[config.mk]
export PLATFORM = sky130hd
export DESIGN_NAME = mem_access_unit
export DESIGN_NICKNAME = d
export VERILOG_FILES = /design/src/rtl/mem_access_unit.sv
export SDC_FILE = /design/constraint.sdc
export NUM_CORES = 1
export LEC_CHECK = 0
export CAP_MARGIN = 10
export CELL_PAD_IN_SITES_DETAIL_PLACEMENT = 0
export CELL_PAD_IN_SITES_GLOBAL_PLACEMENT = 1
export CORE_ASPECT_RATIO = 1.5
export CORE_MARGIN = 8
export CORE_UTILIZATION = 35
export DETAILED_ROUTE_END_ITERATION = 10
export PLACE_DENSITY = 0.65
export SLEW_MARGIN = 20
export SYNTH_ARGS = -nofsm -noshare
export SYNTH_HDL_FRONTEND = slang
export SYNTH_SLANG_ARGS = --single-unit
[constraint.sdc]
create_clock -name i_clock -period 3.1 [get_ports i_clock]
set_input_delay 0.775 -clock i_clock [delete_from_list [all_inputs] [get_ports i_clock]]
set_output_delay 0.775 -clock i_clock [all_outputs]
set_load 0.01 [all_outputs]
[src/rtl/mem_access_unit.sv]
// Data-memory access unit for the MEM stage.
// Owns a byte-addressed little-endian word memory. Every aligned pipeline
// access takes MEM_LATENCY cycles in BUSY, then one DONE cycle. Loads are
// sign- or zero-extended, stores write byte lanes, and misaligned requests
// are rejected. A debug port reads whole words when the FSM is idle.
//
// Handshake: a request is i_valid & (i_mem_read | i_mem_write). The pipeline
// holds the request stable until o_done. o_stall is the inverse of "ready":
// while it is high the pipeline must not advance. o_done (one cycle) marks
// the cycle in which the pipeline may advance. o_addr_error (one cycle)
// marks a rejected misaligned request. o_du_valid (one cycle) marks
// o_du_read_data as valid.
module mem_access_unit #(
    parameter int NB_ADDR     = 32,
    parameter int NB_DATA     = 32,
    parameter int NB_DM_ADDR  = 5,
    parameter int MEM_LATENCY = 1
) (
    input  logic                  i_clock,
    input  logic                  i_reset,
    input  logic                  i_valid,
    input  logic                  i_mem_read,
    input  logic                  i_mem_write,
    input  logic [1:0]            i_size,
    input  logic                  i_signed,
    input  logic [NB_ADDR-1:0]    i_address,
    input  logic [NB_DATA-1:0]    i_write_data,
    output logic [NB_DATA-1:0]    o_read_data,
    output logic                  o_stall,
    output logic                  o_done,
    output logic                  o_addr_error,
    input  logic                  i_du_flag,
    input  logic                  i_du_read_enable,
    input  logic [NB_DM_ADDR-1:0] i_du_read_address,
    output logic [NB_DATA-1:0]    o_du_read_data,
    output logic                  o_du_valid,
    output logic [1:0]            o_fsm_state
);

    localparam int DEPTH = 1 << NB_DM_ADDR;
    localparam int CNT_W = (MEM_LATENCY > 1) ? $clog2(MEM_LATENCY) : 1;
    localparam logic [CNT_W-1:0] CNT_LOAD = CNT_W'(MEM_LATENCY - 1);

    typedef enum logic [1:0] {
        IDLE = 2'd0,
        BUSY = 2'd1,
        DONE = 2'd2
    } state_t;

    state_t              state;
    logic [CNT_W-1:0]    cnt;
    logic [NB_DATA-1:0]  mem [DEPTH];

    logic                  req;
    logic                  is_byte;
    logic                  is_half;
    logic                  is_word;
    logic                  misaligned;
    logic [NB_DM_ADDR-1:0] word_idx;
    logic [1:0]            lane;
    logic                  access_now;
    logic                  mem_we;
    logic [3:0]            byte_en;
    logic [NB_DATA-1:0]    wr_word;
    logic [NB_DATA-1:0]    rd_word;
    logic [7:0]            ld_byte;
    logic [15:0]           ld_half;
    logic [NB_DATA-1:0]    load_val;
    logic                  unused_addr_bits;

    // Address bits above the word index are ignored so the memory wraps.
    assign unused_addr_bits = ^i_address[NB_ADDR-1:NB_DM_ADDR+2];

    assign req        = i_valid & (i_mem_read | i_mem_write);
    assign is_byte    = (i_size == 2'b00);
    assign is_half    = (i_size == 2'b01);
    assign is_word    = i_size[1];
    assign misaligned = (is_half & i_address[0]) | (is_word & (|i_address[1:0]));
    assign word_idx   = i_address[NB_DM_ADDR+1:2];
    assign lane       = i_address[1:0];
    assign access_now = (state == BUSY) && (cnt == '0);
    assign mem_we     = access_now & i_valid & i_mem_write;
    assign o_fsm_state = state;

    // Stall covers the accepting IDLE cycle plus every BUSY cycle.
    assign o_stall = (state == BUSY) ||
                     ((state == IDLE) && !i_du_flag && req && !misaligned);

    // Byte-lane enables and lane-replicated store data for the current size.
    always_comb begin
        byte_en = 4'b1111;
        wr_word = i_write_data;
        if (is_byte) begin
            byte_en = 4'b0001 << lane;
            wr_word = {4{i_write_data[7:0]}};
        end else if (is_half) begin
            byte_en = i_address[1] ? 4'b1100 : 4'b0011;
            wr_word = {2{i_write_data[15:0]}};
        end
    end

    // Load lane extraction and sign/zero extension.
    always_comb begin
        rd_word  = mem[word_idx];
        ld_byte  = 8'(rd_word >> {lane, 3'b000});
        ld_half  = i_address[1] ? rd_word[31:16] : rd_word[15:0];
        load_val = rd_word;
        if (is_byte) begin
            load_val = {{24{i_signed & ld_byte[7]}}, ld_byte};
        end else if (is_half) begin
            load_val = {{16{i_signed & ld_half[15]}}, ld_half};
        end
    end

    // Memory array: byte-lane writes on the access edge, never reset.
    always_ff @(posedge i_clock) begin
        if (mem_we) begin
            for (int i = 0; i < 4; i++) begin
                if (byte_en[i]) begin
                    mem[word_idx][8*i +: 8] <= wr_word[8*i +: 8];
                end
            end
        end
    end

    // Access FSM with latency counter, registered results and pulses.
    always_ff @(posedge i_clock or posedge i_reset) begin
        if (i_reset) begin
            state          <= IDLE;
            cnt            <= '0;
            o_read_data    <= '0;
            o_du_read_data <= '0;
            o_done         <= 1'b0;
            o_addr_error   <= 1'b0;
            o_du_valid     <= 1'b0;
        end else begin
            o_done       <= 1'b0;
            o_addr_error <= 1'b0;
            o_du_valid   <= 1'b0;
            case (state)
                IDLE: begin
                    if (i_du_flag) begin
                        if (i_du_read_enable) begin
                            o_du_read_data <= mem[i_du_read_address];
                            o_du_valid     <= 1'b1;
                        end
                    end else if (req) begin
                        if (misaligned) begin
                            o_addr_error <= 1'b1;
                        end else begin
                            cnt   <= CNT_LOAD;
                            state <= BUSY;
                        end
                    end
                end
                BUSY: begin
                    if (cnt != '0) begin
                        cnt <= cnt - CNT_W'(1);
                    end else begin
                        if (i_valid && i_mem_read && !i_mem_write) begin
                            o_read_data <= load_val;
                        end
                        o_done <= 1'b1;
                        state  <= DONE;
                    end
                end
                DONE: begin
                    state <= IDLE;
                end
                default: begin
                    state <= IDLE;
                end
            endcase
        end
    end

endmodule

# Word level (Yosys, flattened, before mapping)
# Memories as Yosys holds them, arrays and structs flattened. A register that Yosys moved wholly into a read port is not among the register bits.
# Cells that the tools add are included.
[op_classes]
add_sub_neg = 1
n_eq_ne = 6
muxes = 39
bitwise = 10
reduce_logical = 18
shifts = 2
[op_table]
columns = ["op", "count"]
rows = [
  ["$mux W32", 4],
  ["$shr A32 B5 Y8", 1],
  ["$mux W1", 25],
  ["$mux W16", 1],
  ["$mux W4", 3],
  ["$mux W2", 4],
  ["$ne A2 B2 Y1 const B", 4],
  ["$reduce_and A4 Y1", 2],
  ["$and A1 B1 Y1", 7],
  ["$logic_and A1 B1 Y1", 6],
  ["$reduce_and A3 Y1", 2],
  ["$eq A2 B1 Y1 const B", 2],
  ["$logic_not A2 Y1", 2],
  ["$pmux W2 S2", 1],
  ["$shl A1 B2 Y4 const A", 1],
  ["$logic_not A1 Y1", 3],
  ["$or A1 B1 Y1", 2],
  ["$pmux W1 S2", 1],
  ["$reduce_bool A2 Y1", 1],
  ["$reduce_or A2 Y1", 1],
  ["$logic_or A1 B1 Y1", 1],
  ["$not A1 Y1", 1],
  ["$sub A1 B1 Y1 const B", 1],
]
[totals]
memories = 1
reg_bits = 38
in_bits = 79
wordCells = 83
mem_bits_rw = 1024
out_inout_bits = 70
[memory_table]
columns = ["memory", "words", "word_bits", "read_ports", "rd_clocked_by_memory_dff", "write_ports", "line_no", "text"]
rows = [
  ["mem", 32, 32, 2, 1, 1, "52", "logic [NB_DATA-1:0] mem [DEPTH];"],
]

# Depth between registers and ports, before layout
[logic_depth]
depth_word = 7
depth_mapped = 11
depth_no_buf = 7

# Worst setup path before layout
# No wires, ideal clock.
[synth_timing]
path_type = "in2reg"
startpoint = "input port i_size[0]"
endpoint = "memory mem[0][24] (data pin)"
n_path_buf = 2
arrival_ns = 2.806
stages = 4
path_slack_ns = -0.160
t_required_ns = 2.646
path_cell_list = "clkbuf_1 > buf_1 > mux2i_1 > o21ai_0"
[synth_between]
elab_chain_len = 3
elab_cells_between_ends = 4
cone_classes = "1 x eq/ne; 2 x mux; 1 x reduce/logical"
[synth_lines]
columns = ["element", "line_no", "text"]
rows = [
  ["start, declared", "24", "input logic [1:0] i_size,"],
  ["$eq A2 B1 Y1", "76", "assign is_half = (i_size == 2'b01);"],
  ["$mux W32", "96", "end else if (is_half) begin"],
  ["$mux W32 *", "93", "if (is_byte) begin"],
  ["named net wr_word[24]", "64", "logic [NB_DATA-1:0] wr_word;"],
  ["end, declared", "52", ""],
]
# The timed path passes the listed nets; every way through them passes the cells marked *.

# Worst setup path after layout
[layout_timing]
startpoint = "input port i_size[0]"
endpoint = "output port o_stall"
[layout_between]
elab_chain_len = 6
[layout_lines]
columns = ["element", "line_no", "text"]
rows = [
  ["$eq A2 B1 Y1", "76", ""],
  ["$and A1 B1 Y1", "78", "assign misaligned = (is_half & i_address[0]) | (is_word & (|i_address[1:0]));"],
  ["$or A1 B1 Y1", "78", ""],
  ["$logic_not A1 Y1", "87", "((state == IDLE) && !i_du_flag && req && !misaligned);"],
  ["$logic_and A1 B1 Y1", "87", ""],
  ["$logic_or A1 B1 Y1", "86", "assign o_stall = (state == BUSY) ||"],
  ["end, declared", "29", "output logic o_stall,"],
]
# Every way passes these cells.

==> flow_summary.toml <==
[grt]
overflow = 0
grt_pass1_wl_um = 246300
antenna_found_initial = 4
grtUsageTotal_pct = 21.58
grt_max_degree = 66
first_global_vias = 33040

[synth]
synth.distinct_cells = 51
synth_top_area_share_pct = 60.68
synth_seq_area_share_pct = 64.09
yosysMostFrequentCell = "edfxtp_1"
synth_fp_nets = 2872
synth-edff-count = 1024
synthCells = 2793
synth_area_sq_um = 50670
syn_area_per_cell_sq_um = 18.14
yosys.area.top_type = "edfxtp_1"
synth_top_flop_cell = "edfxtp_1"
synth.cells.most_frequent = "edfxtp_1 (1024), mux4_2 (432), mux2i_1 (328)"
yosysWarnings = 0
synth-async-reset-ratio_pct = 6.313
ys_seq_elements = 1093
ys_top_cells_by_area = "edfxtp_1 (61%), mux4_2 (19%), mux2i_1 (6.5%)"

[clock_network]
cts_buffers = 102
insertion_delay_ns = 0.72
clock-sinks = 1093
cts_buffer_depth = 3
cts_hold_buf = 0
htreeDepth = 3
clk_pin_slew_ns = 0.06
cts_tree = "done"
root_buffer = "clkbuf_16"

[critical_path]
path_class = "input port to primary output"
cp.required_ns = 2.32
start_kind = "input port"
r2r_slack_ns = 0.46
r2r_end = "o_read_data[12]"
critPathMostFrequentCell = "or2_2"
critPathSlowestCell = "clkdlybuf4s50_1"
critPathBufInv = 2
regToRegStartpoint = "mem[19][7]"
path_delay_family = "buffers and inverters"
rr_worst_depth = 9
crit_arrival_ns = 2.24
endpoint_kind = "primary output"
critPathMaxStageDelay_ns = 0.44
cp_cell_sequence = "clkdlybuf4s50_1 > or2_2 > a22oi_2 > nor2b_2 > or2_2 > dlygate4sd2_1"
cp_max_fo = 2

[timing]
fin_crit_ns = 3.020
drv_slew = 0
period_share_pct = 97.41
slew_headroom_pct = 41.23
rsz0062_at_grt = "false"
tns_ns = 0
skew_ns = 0.02035
fmax_mhz = 331.2
tightest_slew_ns = 0.8783
setup-violations-final = 0
setup_slack_ns = 0.08028
hold_violations = 0

[drt]
drt_iter0_drc = 3684
post_drt_wl_per_cell_um = 32.41
ant_nets = 0
drc = 0
first_pass_iters = 5
routed_wl_um = 173500
via_per_inst = 5.870
via_count = 31430

[floorplan]
die_w_um = 326.7
rows = 171
die-area_sq_um = 157500
start_util_pct = 35.14
io_pins = 149
die_h_um = 482.0
core_area_sq_um = 144200

[placed_design]
dp_hpwl_um = 127600
gp_congestion = 0.9610
dp_cells = 5151
place_ws_ns = -0.9387
port_buffers = 123

[power_and_ir_drop]
p_total_mw = 34.05
pwr-share-clk_pct = 39.8
pwr-share-comb_pct = 11.5
total_leakage_power_nw = 21.42
power.net_switching_mw = 8.013
p_int_mw = 26.04
p_sw_share_pct = 23.53
pwr-share-seq_pct = 48.6
power.density_nw_per_um2 = 542.8
irDropWorstVdd_mv = 0.4289

[finish]
areaGrowthSynthToFinish_pct = 23.78
drive_above_1_share_pct = 35.78
fin_nets = 3440
fin_cells = 5354
final_core_util_pct = 43.50
n_fill_cell = 12590

[worst_hold_path]
hp-class = "input port to async pin"

[outcome]
outcome = "complete, no violations"

[job]
drv_cap = 0
[flip-flops by register name (all words and copies together), names as in the netlist]
signal,cells
o_du_valid,1
o_done,1
o_fsm_state,2
o_du_read_data,32
o_addr_error,1
o_read_data,32
mem,1024
[layout by cell type, fill, tap and decap left out, drive strengths merged, types with 3 or more instances in the layout]
| cell | instances |
|---|---|
| nor2 | 190 |
| nand4bb | 4 |
| bufinv | 20 |
| nand4b | 4 |
| and3 | 17 |
| nor3b | 3 |
| inv | 11 |
| edfxtp | 1024 |
| a21oi | 60 |
| or4b | 4 |
| nor4 | 36 |
| clkdlybuf4s50 | 114 |
| o211ai | 3 |
| clkbuf | 116 |
| a41oi | 9 |
| nand2 | 83 |
| o22ai | 151 |
| mux2 | 23 |
| nor2b | 6 |
| mux2i | 328 |
| o21ai | 27 |
| o22a | 16 |
| mux4 | 432 |
| dfrtp | 69 |
| clkinv | 42 |
| a22oi | 29 |
| a22o | 14 |
| buf | 570 |
| clkinvlp | 7 |
| a221oi | 14 |
| or2 | 3 |
[power groups by stage]
stage	clock network, mW	registers (mW)	logic (mW)
after global routing	14.2	16.6	4.13
after global placement	0	16.9	3.87
after CTS	13.8	16.6	3.94
after detailed placement	0	16.9	3.92
final	13.6	16.6	3.93
after floorplan	0	16.9	1.76
[worst register-to-register path: cells and delay by family, from the launching register on]
kind | cells | cell delay (ns)
AO/OA/AOI/OAI | 3 | 0.50
buffers and inverters | 2 | 0.32
flip-flops | 1 | 0.38
AND/OR/NAND/NOR | 3 | 0.98
multiplexers | 1 | 0.32
[routing by layer]
metal | routed length (um) | global-route usage (%)
met1 | 62290 | 25.10
met2 | 89320 | 38.34
met3 | 12500 | 3.679
met4 | 9409 | 10.78
met5 | 14 | 0
[logic make-up (layout without fill, tap and decap cells)]
| logic type | count (synthesis) | after routing | share of synthesized area, % |
|---|---|---|---|
| muxes | 783 | 783 | 26.19 |
| DFF | 1093 | 1093 | 64.09 |
| AOI/OAI and AO/OA | 325 | 326 | 4.326 |
| and+or+nand+nor | 366 | 366 | 3.375 |
| buffers and inverters | 226 | 881 | 2.022 |
| other | 0 | 2 | 0 |
[timing repair]
action | in CTS | in global routing
buffers inserted | 7 | 1
endpoints found under the setup margin | 18 | 26
cloned | 0 | 1
hold endpoints to repair | 0 | 0
resized for setup | 5 | 10
pin swaps | 0 | 1
[metrics by stage]
step	instance area, sq um	hold slack, ns
after floorplan	50670	0.5202
after global placement	58980	0.4988
after detailed placement	58980	0.5004
after CTS	62610	0.2913
after global routing	62720	0.3443
final	62730	0.3382
[layout make-up]
| class | instances | area [sq um] | share of cell area (%) |
|---|---|---|---|
| antenna | 2 | 5.005 | 0.007979 |
| clock buffer | 115 | 2601 | 4.147 |
| clock inverter | 77 | 970.9 | 1.548 |
| inverter | 3 | 13.76 | 0.02194 |
| multi-input combinational | 1475 | 17340 | 27.65 |
| sequential | 1093 | 32480 | 51.78 |
| tap | 1903 | 2381 | 3.796 |
| timing repair buffer | 686 | 6937 | 11.06 |
[worst max path at each step]
stage                     slack (ns)    startpoint               to  depth (start not counted)
after global routing            0.02     i_size[0]          o_stall                          6
final                           0.08     i_size[0]          o_stall                          6
after CTS                       0.01  i_address[6]  o_read_data[24]                          9
after floorplan                 0.13  i_address[3]   o_read_data[1]                         11
after global placement         -0.82  i_address[5]  o_read_data[18]                         11
after detailed placement       -0.94  i_address[5]  o_read_data[24]                         11
Power figures use the tool's default switching activity.
